## config.mk

```make
export PLATFORM = sky130hd
export DESIGN_NAME = afu_rd_arbiter
export DESIGN_NICKNAME = d
export VERILOG_FILES = /design/src/rtl/afu_rd_arb_pkg.sv /design/src/rtl/rr_arbiter.sv /design/src/rtl/afu_rd_arbiter.sv
export SDC_FILE = /design/constraint.sdc
export NUM_CORES = 1
export LEC_CHECK = 0
export ABC_CLOCK_PERIOD_IN_PS = 11300
export BUFFER_PORTS_ARGS = -buffer_cell sky130_fd_sc_hd__buf_2
export CAP_MARGIN = 30
export CORE_AREA = 2 2 593 595
export CTS_BUF_LIST = sky130_fd_sc_hd__clkbuf_4 sky130_fd_sc_hd__clkbuf_8
export DETAILED_ROUTE_END_ITERATION = 8
export DIE_AREA = 0 0 595 597
export GPL_TIMING_DRIVEN = 0
export PLACE_DENSITY = 0.35
export RECOVER_POWER = 50
export SLEW_MARGIN = 20
export SYNTH_ARGS = -nofsm -noshare
export SYNTH_HDL_FRONTEND = slang
export SYNTH_HIERARCHICAL = 1
export SYNTH_SLANG_ARGS = --single-unit
```

## constraint.sdc

```tcl
create_clock -name clk -period 11.3 [get_ports clk]
set_clock_uncertainty 0.1 [all_clocks]
set_input_delay 2.26 -clock clk [delete_from_list [all_inputs] [get_ports clk]]
set_output_delay 2.26 -clock clk [all_outputs]
set_load 0.005 [all_outputs]
```

## src/rtl/afu_rd_arb_pkg.sv

```systemverilog
// Shared types and mdata packing helpers for the AFU read arbiter.
// Default widths here also seed the top-level parameter defaults.
package afu_rd_arb_pkg;

  localparam int unsigned PKG_CH_ID_W  = 4;
  localparam int unsigned PKG_MDATA_W  = 16;
  localparam int unsigned PKG_TAG_W    = PKG_MDATA_W - PKG_CH_ID_W;
  localparam int unsigned PKG_MAX_OUTST = 32;
  localparam int unsigned OUTST_W      = $clog2(PKG_MAX_OUTST) + 1;

  typedef logic [PKG_CH_ID_W-1:0] ch_id_t;

  function automatic logic [PKG_MDATA_W-1:0] pack_mdata(ch_id_t id, logic [PKG_TAG_W-1:0] tag);
    return {id, tag};
  endfunction

  function automatic ch_id_t unpack_id(logic [PKG_MDATA_W-1:0] mdata);
    return mdata[PKG_MDATA_W-1 -: PKG_CH_ID_W];
  endfunction

  function automatic logic [PKG_TAG_W-1:0] unpack_tag(logic [PKG_MDATA_W-1:0] mdata);
    return mdata[PKG_TAG_W-1:0];
  endfunction

endpackage

```

## src/rtl/rr_arbiter.sv

```systemverilog
// Round-robin arbiter: one-hot grant to the first requester after the last winner.
// The last-grant pointer moves only when a grant is taken with advance high.
module rr_arbiter #(
  parameter int unsigned N = 4
) (
  input  logic         clk,
  input  logic         rst,
  input  logic [N-1:0] req,
  input  logic         advance,
  output logic [N-1:0] gnt
);

  localparam int unsigned IW = $clog2(N);

  logic [IW-1:0] last_q, last_d;
  logic [IW-1:0] cand;
  logic [IW-1:0] win;
  logic          found;

  always_comb begin
    gnt   = '0;
    cand  = '0;
    win   = last_q;
    found = 1'b0;
    for (int unsigned k = 1; k <= N; k++) begin
      cand = IW'((32'(last_q) + k) % N);
      if (!found && req[cand]) begin
        found     = 1'b1;
        gnt[cand] = 1'b1;
        win       = cand;
      end
    end
    last_d = (advance && found) ? win : last_q;
  end

  // Reset to N-1 so channel 0 is searched first.
  always_ff @(posedge clk) begin
    if (rst) begin
      last_q <= IW'(N - 1);
    end else begin
      last_q <= last_d;
    end
  end

endmodule

```

## src/rtl/afu_rd_arbiter.sv

```systemverilog
// Shares one host read port among NUM_CH channels: credit-limited round-robin issue
// with channel-ID tagging, and registered response routing back by mdata ID.
module afu_rd_arbiter
  import afu_rd_arb_pkg::*;
#(
  parameter int unsigned NUM_CH    = 4,
  parameter int unsigned ADDR_W    = 48,
  parameter int unsigned MDATA_W   = PKG_MDATA_W,
  parameter int unsigned CH_ID_W   = PKG_CH_ID_W,
  parameter int unsigned MAX_OUTST = PKG_MAX_OUTST,
  parameter int unsigned DATA_W    = 512,
  parameter int unsigned CNT_W     = 32
) (
  input  logic                                         clk,
  input  logic                                         rst,
  input  logic [NUM_CH-1:0]                            ch_en,
  input  logic [NUM_CH-1:0]                            ch_req_valid,
  output logic [NUM_CH-1:0]                            ch_req_ready,
  input  logic [NUM_CH*ADDR_W-1:0]                     ch_req_addr,
  input  logic [NUM_CH*(MDATA_W-CH_ID_W)-1:0]          ch_req_tag,
  input  logic                                         req_rd_available,
  output logic                                         req_rd_en,
  output logic [ADDR_W-1:0]                            req_rd_addr,
  output logic [MDATA_W-1:0]                           req_rd_mdata,
  input  logic                                         resp_rd_valid,
  input  logic [DATA_W-1:0]                            resp_rd_data,
  input  logic [MDATA_W-1:0]                           resp_rd_mdata,
  output logic [NUM_CH-1:0]                            ch_resp_valid,
  output logic [DATA_W-1:0]                            ch_resp_data,
  output logic [MDATA_W-CH_ID_W-1:0]                   ch_resp_tag,
  output logic [NUM_CH*($clog2(MAX_OUTST)+1)-1:0]      ch_outst,
  output logic [NUM_CH*CNT_W-1:0]                      ch_rd_count
);

  localparam int unsigned TAG_W = MDATA_W - CH_ID_W;
  localparam int unsigned OW    = $clog2(MAX_OUTST) + 1;
  localparam logic [OW-1:0] OUTST_MAX = OW'(MAX_OUTST);

  logic [OW-1:0]      outst_q [NUM_CH];
  logic [CNT_W-1:0]   cnt_q   [NUM_CH];
  logic [NUM_CH-1:0]  elig, arb_req, gnt, dec;
  logic [ADDR_W-1:0]  sel_addr;
  logic [TAG_W-1:0]   sel_tag;
  logic [CH_ID_W-1:0] sel_id;
  logic [CH_ID_W-1:0] resp_id;

  logic               req_en_q;
  logic [ADDR_W-1:0]  addr_q;
  logic [MDATA_W-1:0] mdata_q;
  logic [NUM_CH-1:0]  resp_valid_q;
  logic [DATA_W-1:0]  resp_data_q;
  logic [TAG_W-1:0]   resp_tag_q;
  logic               err_q;

  always_comb begin
    resp_id = resp_rd_mdata[MDATA_W-1 -: CH_ID_W];
    for (int unsigned i = 0; i < NUM_CH; i++) begin
      elig[i] = ch_en[i] & ch_req_valid[i] & (outst_q[i] < OUTST_MAX);
      // Responses for unknown channels or with no credit outstanding are dropped.
      dec[i]  = resp_rd_valid & (resp_id == CH_ID_W'(i)) & (outst_q[i] != '0);
    end
    arb_req = elig & {NUM_CH{req_rd_available & ~rst}};
  end

  rr_arbiter #(
    .N (NUM_CH)
  ) u_rr (
    .clk     (clk),
    .rst     (rst),
    .req     (arb_req),
    .advance (req_rd_available),
    .gnt     (gnt)
  );

  always_comb begin
    sel_addr = '0;
    sel_tag  = '0;
    sel_id   = '0;
    for (int unsigned i = 0; i < NUM_CH; i++) begin
      if (gnt[i]) begin
        sel_addr = ch_req_addr[i*ADDR_W +: ADDR_W];
        sel_tag  = ch_req_tag[i*TAG_W +: TAG_W];
        sel_id   = CH_ID_W'(i);
      end
    end
  end

  always_ff @(posedge clk) begin
    if (rst) begin
      req_en_q     <= 1'b0;
      addr_q       <= '0;
      mdata_q      <= '0;
      resp_valid_q <= '0;
      resp_data_q  <= '0;
      resp_tag_q   <= '0;
      err_q        <= 1'b0;
      for (int unsigned i = 0; i < NUM_CH; i++) begin
        outst_q[i] <= '0;
        cnt_q[i]   <= '0;
      end
    end else begin
      req_en_q     <= |gnt;
      resp_valid_q <= dec;
      if (|gnt) begin
        addr_q  <= sel_addr;
        mdata_q <= {sel_id, sel_tag};
      end
      if (resp_rd_valid) begin
        resp_data_q <= resp_rd_data;
        resp_tag_q  <= resp_rd_mdata[TAG_W-1:0];
      end
      if (resp_rd_valid && !(|dec)) begin
        err_q <= 1'b1;
      end
      for (int unsigned i = 0; i < NUM_CH; i++) begin
        outst_q[i] <= outst_q[i] + OW'(gnt[i]) - OW'(dec[i]);
        cnt_q[i]   <= cnt_q[i] + CNT_W'(gnt[i]);
      end
    end
  end

  assign ch_req_ready  = gnt;
  assign req_rd_en     = req_en_q;
  assign req_rd_addr   = addr_q;
  assign req_rd_mdata  = mdata_q;
  assign ch_resp_valid = resp_valid_q;
  assign ch_resp_data  = resp_data_q;
  assign ch_resp_tag   = resp_tag_q;

  for (genvar g = 0; g < NUM_CH; g++) begin : g_flat
    assign ch_outst[g*OW +: OW]         = outst_q[g];
    assign ch_rd_count[g*CNT_W +: CNT_W] = cnt_q[g];
  end

endmodule

```

; Word-level counts from Yosys, hierarchy flattened
; Memory sizes are Yosys's and may differ from the RTL's.
; Index checks and enable logic that the tools add are counted.
[totals]
regBits = 595
latchBits = 0
mem_bits_rw = 152
mem_bits_ro = 0
in_bits = 780
out_inout_bits = 749
memories = 2
[memory_table]
columns = name, depth, word_bits, rd, rd_ports_with_merged_regs, write_ports, line
row1 = cnt_q, 4, 32, 4, 0, 4, afu_rd_arbiter.sv:40  ; logic [CNT_W-1:0] cnt_q [NUM_CH];
row2 = outst_q, 4, 6, 4, 0, 4, afu_rd_arbiter.sv:39  ; logic [OW-1:0] outst_q [NUM_CH];
[classes]
n_addsub = 16
mul = 0
div = 0
order_cmp = 12
eq_ne = 3
shift = 0
n_mux = 50
bitwise = 30
reduce_logical = 19
[ops]
columns = cell, n
row1 = $mux W48, 4
row2 = $add A32 B1 Y32, 4
row3 = $mux W32, 4
row4 = $mux W12, 4
row5 = $add A6 B1 Y6, 4
row6 = $lt A6 B6 Y1 const B, 4
row7 = $mux W4, 6
row8 = $mux W6, 4
row9 = $reduce_bool A6 Y1, 4
row10 = $sub A6 B1 Y6, 4
row11 = $and A1 B1 Y1, 17
row12 = $mux W1, 16
row13 = $lt A2 B3 Y1 const B, 4
row14 = $or A4 B4 Y4, 3
row15 = $bmux W1 S2, 4
row16 = $demux W1 S2, 4
row17 = $eq A4 B2 Y1 const B, 2
row18 = $ge A2 B1 Y1 const B, 4
row19 = $logic_and A1 B1 Y1, 8
row20 = $mux W2, 4
row21 = $or A1 B1 Y1, 8
row22 = $add A2 B1 Y2 const B, 2
row23 = $add A2 B2 Y2 const B, 2
row24 = $and A4 B4 Y4, 1
row25 = 7 further kinds, 9

; Longest topological paths before layout
; An unclocked memory read counts as a cell.
[depth]
ltp_word = 20
ltp_mapped = 16

; Cells and area by module
; The synthesis kept the hierarchy.
[modules_own_cells]
columns = module, n_inst, cells_per_inst, area_per_inst_um2
row1 = afu_rd_arbiter, 1, 3028, 29614.7
row2 = rr_arbiter, 1, 57, 516.7

; Least setup slack after synthesis
; OpenSTA, ideal clock, no wires.
[synth_timing]
path_kind = input to output
startpoint = input rst
endpoint = output ch_req_ready[1]
arrival_time_ns = 4.719
slack_ns = 4.221
path_stages = 9
path_buffers = 2
path_cell_list = clkbuf_1 > inv_2 > clkbuf_1 > nand2_1 > nor3_1 > or3b_1 > a2111oi_0 > o21ai_0 > o211ai_1
[synth_via]
elab_chain_len = 15
elab_cells_between_ends = 27
classes_between = mux (15) / bitwise (6) / reduce/logical (6)
[synth_rtl]
columns = element, line
row1 = "start, declared", afu_rd_arbiter.sv:15  ; input logic rst,
row2 = $not A1 Y1 (*), afu_rd_arbiter.sv:62  ; arb_req = elig & {NUM_CH{req_rd_available & ~rst}};
row3 = $and A1 B1 Y1 (*), afu_rd_arbiter.sv:62
row4 = $and A4 B4 Y4 (*), afu_rd_arbiter.sv:62
row5 = named net arb_req[2], afu_rd_arbiter.sv:41  ; logic [NUM_CH-1:0] elig, arb_req, gnt, dec;
row6 = $bmux W1 S2, rr_arbiter.sv:27  ; if (!found && req[cand]) begin
row7 = $mux W1 (not written as such), rr_arbiter.sv:27
row8 = $mux W1, rr_arbiter.sv:27
row9 = $logic_not A1 Y1, rr_arbiter.sv:27
row10 = $logic_and A1 B1 Y1, rr_arbiter.sv:27
row11 = $mux W1, rr_arbiter.sv:27
row12 = $logic_not A1 Y1, rr_arbiter.sv:27
row13 = $logic_and A1 B1 Y1, rr_arbiter.sv:27
row14 = $mux W1, rr_arbiter.sv:27
row15 = $logic_not A1 Y1, rr_arbiter.sv:27
row16 = $logic_and A1 B1 Y1, rr_arbiter.sv:27
row17 = $mux W4 (*), rr_arbiter.sv:27
row18 = "end, declared", afu_rd_arbiter.sv:18  ; output logic [NUM_CH-1:0] ch_req_ready,
; Mark *: on every way through the listed nets, which the timed path passes. The rest lies on a longest branch. The select of a mux whose other input is x is not followed.

; Worst setup path after layout
[layout_timing]
startpoint = input rst
endpoint = output ch_req_ready[2]
; Same word-level chain as after synthesis.

==> impl_metrics.csv <==
group,metric,value,unit
status,status,"completed",
route,routed_via_density,3.32,
clocking,clk_latency,0.95,ns
yosys,synth.top_cell.area_share,49.5,%
pwr,powerDensity,166,mW/mm^2
worst_setup_path,path_class,"in2out",
worst_setup_path,r2r_start,"outst_q[2][5]",
route,drt_iter0_markers,2134,
clocking,cts_hold_buf,0,
worst_setup_path,r2r_setup_slack,5.39,ns
yosys,yosys.area_share.xor_xnor,1.71,%
sta,rsz0062_at_grt,"false",
worst_setup_path,cp_max_fo,10,
clocking,cts_sinks,745,
route,ant_nets,0,
sta,min_period,9.58,ns
floorplan,initial_core_util,8.64,%
grt,antenna_found_initial,181,
worst_setup_path,cp_slowest_cell,"a2111oi_0",
placement,routabilityCongestion,0.912,
grt,grt_overflow,0,
finish,area_delta_synth_final,56.3,%
yosys,ys_async_sr_fraction,0,%
clocking,cts-root-buf,"clkbuf_8",
worst_setup_path,reg2reg_depth,13,
yosys,synthDistinctLibCells,58,
sta,slew-limit-headroom,7.89,%
yosys,syn_area,0.0301,sq mm
hold_path,min_from,"ch_resp_data[413]",
worst_setup_path,crit_path_max_incr_delay,0.93,ns
pwr,leakage,20.2,nW
sta,tightest_slew,1.38,ns
hold_path,hold_path_class,"reg2reg",
yosys,synth_common_cells,"dfxtp_1, nor2_1, mux2i_1, clkbuf_1, nand2_1",
sta,tns,0,ns
placement,port_buffers,1525,
yosys,synth_edf_count,0,
yosys,synth_simple_gate_area_share,14.7,%
clocking,cts_resized,0,
worst_setup_path,crit_path_frequent_cell,"clkbuf_1",
floorplan,design.die.area,0.355,sq mm
finish,fin_util,13.5,%
floorplan,io_pins,1529,
worst_setup_path,critPathRequiredTime,8.94,ns
grt,track_usage,14.5,%
yosys,synth_seq_cells,745,
placement,post-dp-hpwl,235000,um
sta,period_share,84.8,%
sta,setup_viol,0,
yosys,yosys-mux-area-fraction,18.4,%
yosys,yosysMostFrequentCell,"dfxtp_1",
yosys,yosysWarnings,6,
floorplan,die_x,595,um
yosys,synth_area_leaders,"dfxtp_1, mux2i_1, nor2_1",
worst_setup_path,cp-end-kind,"output port",
hold_path,whs_path_depth,2,
sta,finalMaxSlewViolations,0,
route,route.detailed.drc,0,
worst_setup_path,startpoint,"rst",
finish,nets,5640,
yosys,synthFlopType,"dfxtp_1",
floorplan,die_h,597,um
yosys,syn_inst,3085,
pwr,total_power,7.82,mW
clocking,cts_buffers,167,
worst_setup_path,worstPathCellList,"clkbuf_1, clkbuf_1, inv_1, clkbuf_2, buf_16, nand2_1, nor3_1, or3b_1, a2111oi_0, o21ai_0, o211ai_1, buf_2",
yosys,syn_avg_cell_area,9.77,sq um
yosys,ys_seq_area_share,49.5,%
floorplan,rows,217,
flow_run,cap_violations,0,
finish,n_fill_cell,40400,
yosys,synth_fa_ha_area_share,2.26,%
worst_setup_path,worstSetupStartpointType,"input pin",
worst_setup_path,r2r_end,"req_rd_addr[6]",
route,vias,31800,
grt,grt_pass1_vias,31200,
pwr,ir_drop,77.2,uV
grt,grt_pass1_wl,335000,um
yosys,synth_top_area_cell,"dfxtp_1",
hold_path,holdPathEnd,"ch_resp_data[413]",
finish,drive_gt1_share,28.2,%
yosys,synth_compound_area_share,9.78,%
placement,placed_area,0.0439,sq mm
sta,finalHoldViolCount,0,
grt,grt_max_degree,14,
finish,final_area,0.0471,sq mm
placement,dp_cells,9236,
clocking,clk_pin_slew_worst_paths,0.05,ns
clocking,cts_tree,"yes",
route,dr.pass1.iters,6,
route,wl_per_cell,28.0,um
finish,final_cell_count_no_fill,9598,
clocking,postCtsSetupBuffers,0,
floorplan,core_area,0.349,sq mm
route,wl,268000,um
clocking,htreeDepth,4,
clocking,clockBufferDepth,4,
yosys,synth_top_family_by_area,"multiplexers",
worst_setup_path,cp.arrival,7.22,ns
sta,fmax,104,MHz
cell type report:
cell class	count	area (sq um)	share of cell area, %
sequential	745	14900	31.7
multi-input combinational	2067	14200	30.1
timing repair buffer	1553	7300	15.5
tap	4599	5750	12.2
clock buffer	248	3130	6.64
buffer	215	882	1.87
clock inverter	42	561	1.19
inverter	59	221	0.470
antenna	70	175	0.372
power by group:
part           total (mW)  leakage (nW)  switching, mW  internal [mW]
logic                1.37          12.2          0.871          0.498
clock network        3.50          1.95           1.49           2.01
registers            2.95          6.12          0.133           2.82
total                7.82          20.2           2.49           5.32
flip-flops by register name (all words and copies together), names as in the netlist:
name,cells
ch_resp_data,512
req_rd_addr,48
cnt_q,128
req_rd_mdata,14
ch_resp_valid,4
req_rd_en,1
u_rr/last_q,2
ch_resp_tag,12
outst_q,24
layer usage:
metal | up-vias | share of wire, % | GRT usage, %
met5 | - | 0.27 | 0
met1 | 15200 | 37 | 15.2
met2 | 1695 | 46 | 24.1
met3 | 455 | 14 | 8.99
li1 | 14400 | - | -
met4 | 90 | 3.0 | 3.63
metrics by stage:
| step | worst slack (ns) | hold WS, ns |
|---|---|---|
| 2_1_floorplan | 4.22 | 0.368 |
| 3_3_place_gp | -0.459 | 0.368 |
| 3_5_place_dp | 1.58 | 0.377 |
| 4_1_cts | 1.84 | 0.390 |
| 5_1_grt | 1.30 | 0.409 |
| 6_report | 1.72 | 0.388 |
critical path: cells and delay by family:
family / cells / cell delay [ns]
and+or+nand+nor: 3 / 1.12
AOI/OAI and AO/OA: 3 / 1.51
buffers and inverters: 6 / 2.28
worst max-delay path by stage:
stage	end	cells past startpoint
floorplan	ch_req_ready[1]	9
global placement	req_rd_addr[38]	17
detailed placement	req_rd_addr[6]	19
CTS	ch_req_ready[2]	12
global route	ch_req_ready[2]	12
finish	ch_req_ready[2]	12
cells by family after synthesis:
kind of cell | count (synthesis)
and+or+nand+nor | 998
AOI/OAI and AO/OA | 409
xor gates and xnor gates | 59
muxes | 547
other | 1
DFF | 745
buffers and inverters | 274
adders and majority gates | 52
cells in the final DEF (no fill, tap or decap), drive strengths merged, types with 18 or more instances in the layout:
master,n
o31ai,27
o21ai,82
clkbuf,933
o211ai,64
nand2,117
o211a,59
xnor2,28
nor2b,29
or4,29
inv,66
dfxtp,745
diode,70
nor2,616
nor4,26
clkinv,22
nand4,27
o311ai,18
mux2i,527
a22oi,63
nand3,52
and4,19
ha,48
xor2,31
buf,1083
a21oi,50
No activity file was read; power rests on OpenSTA's default activity.
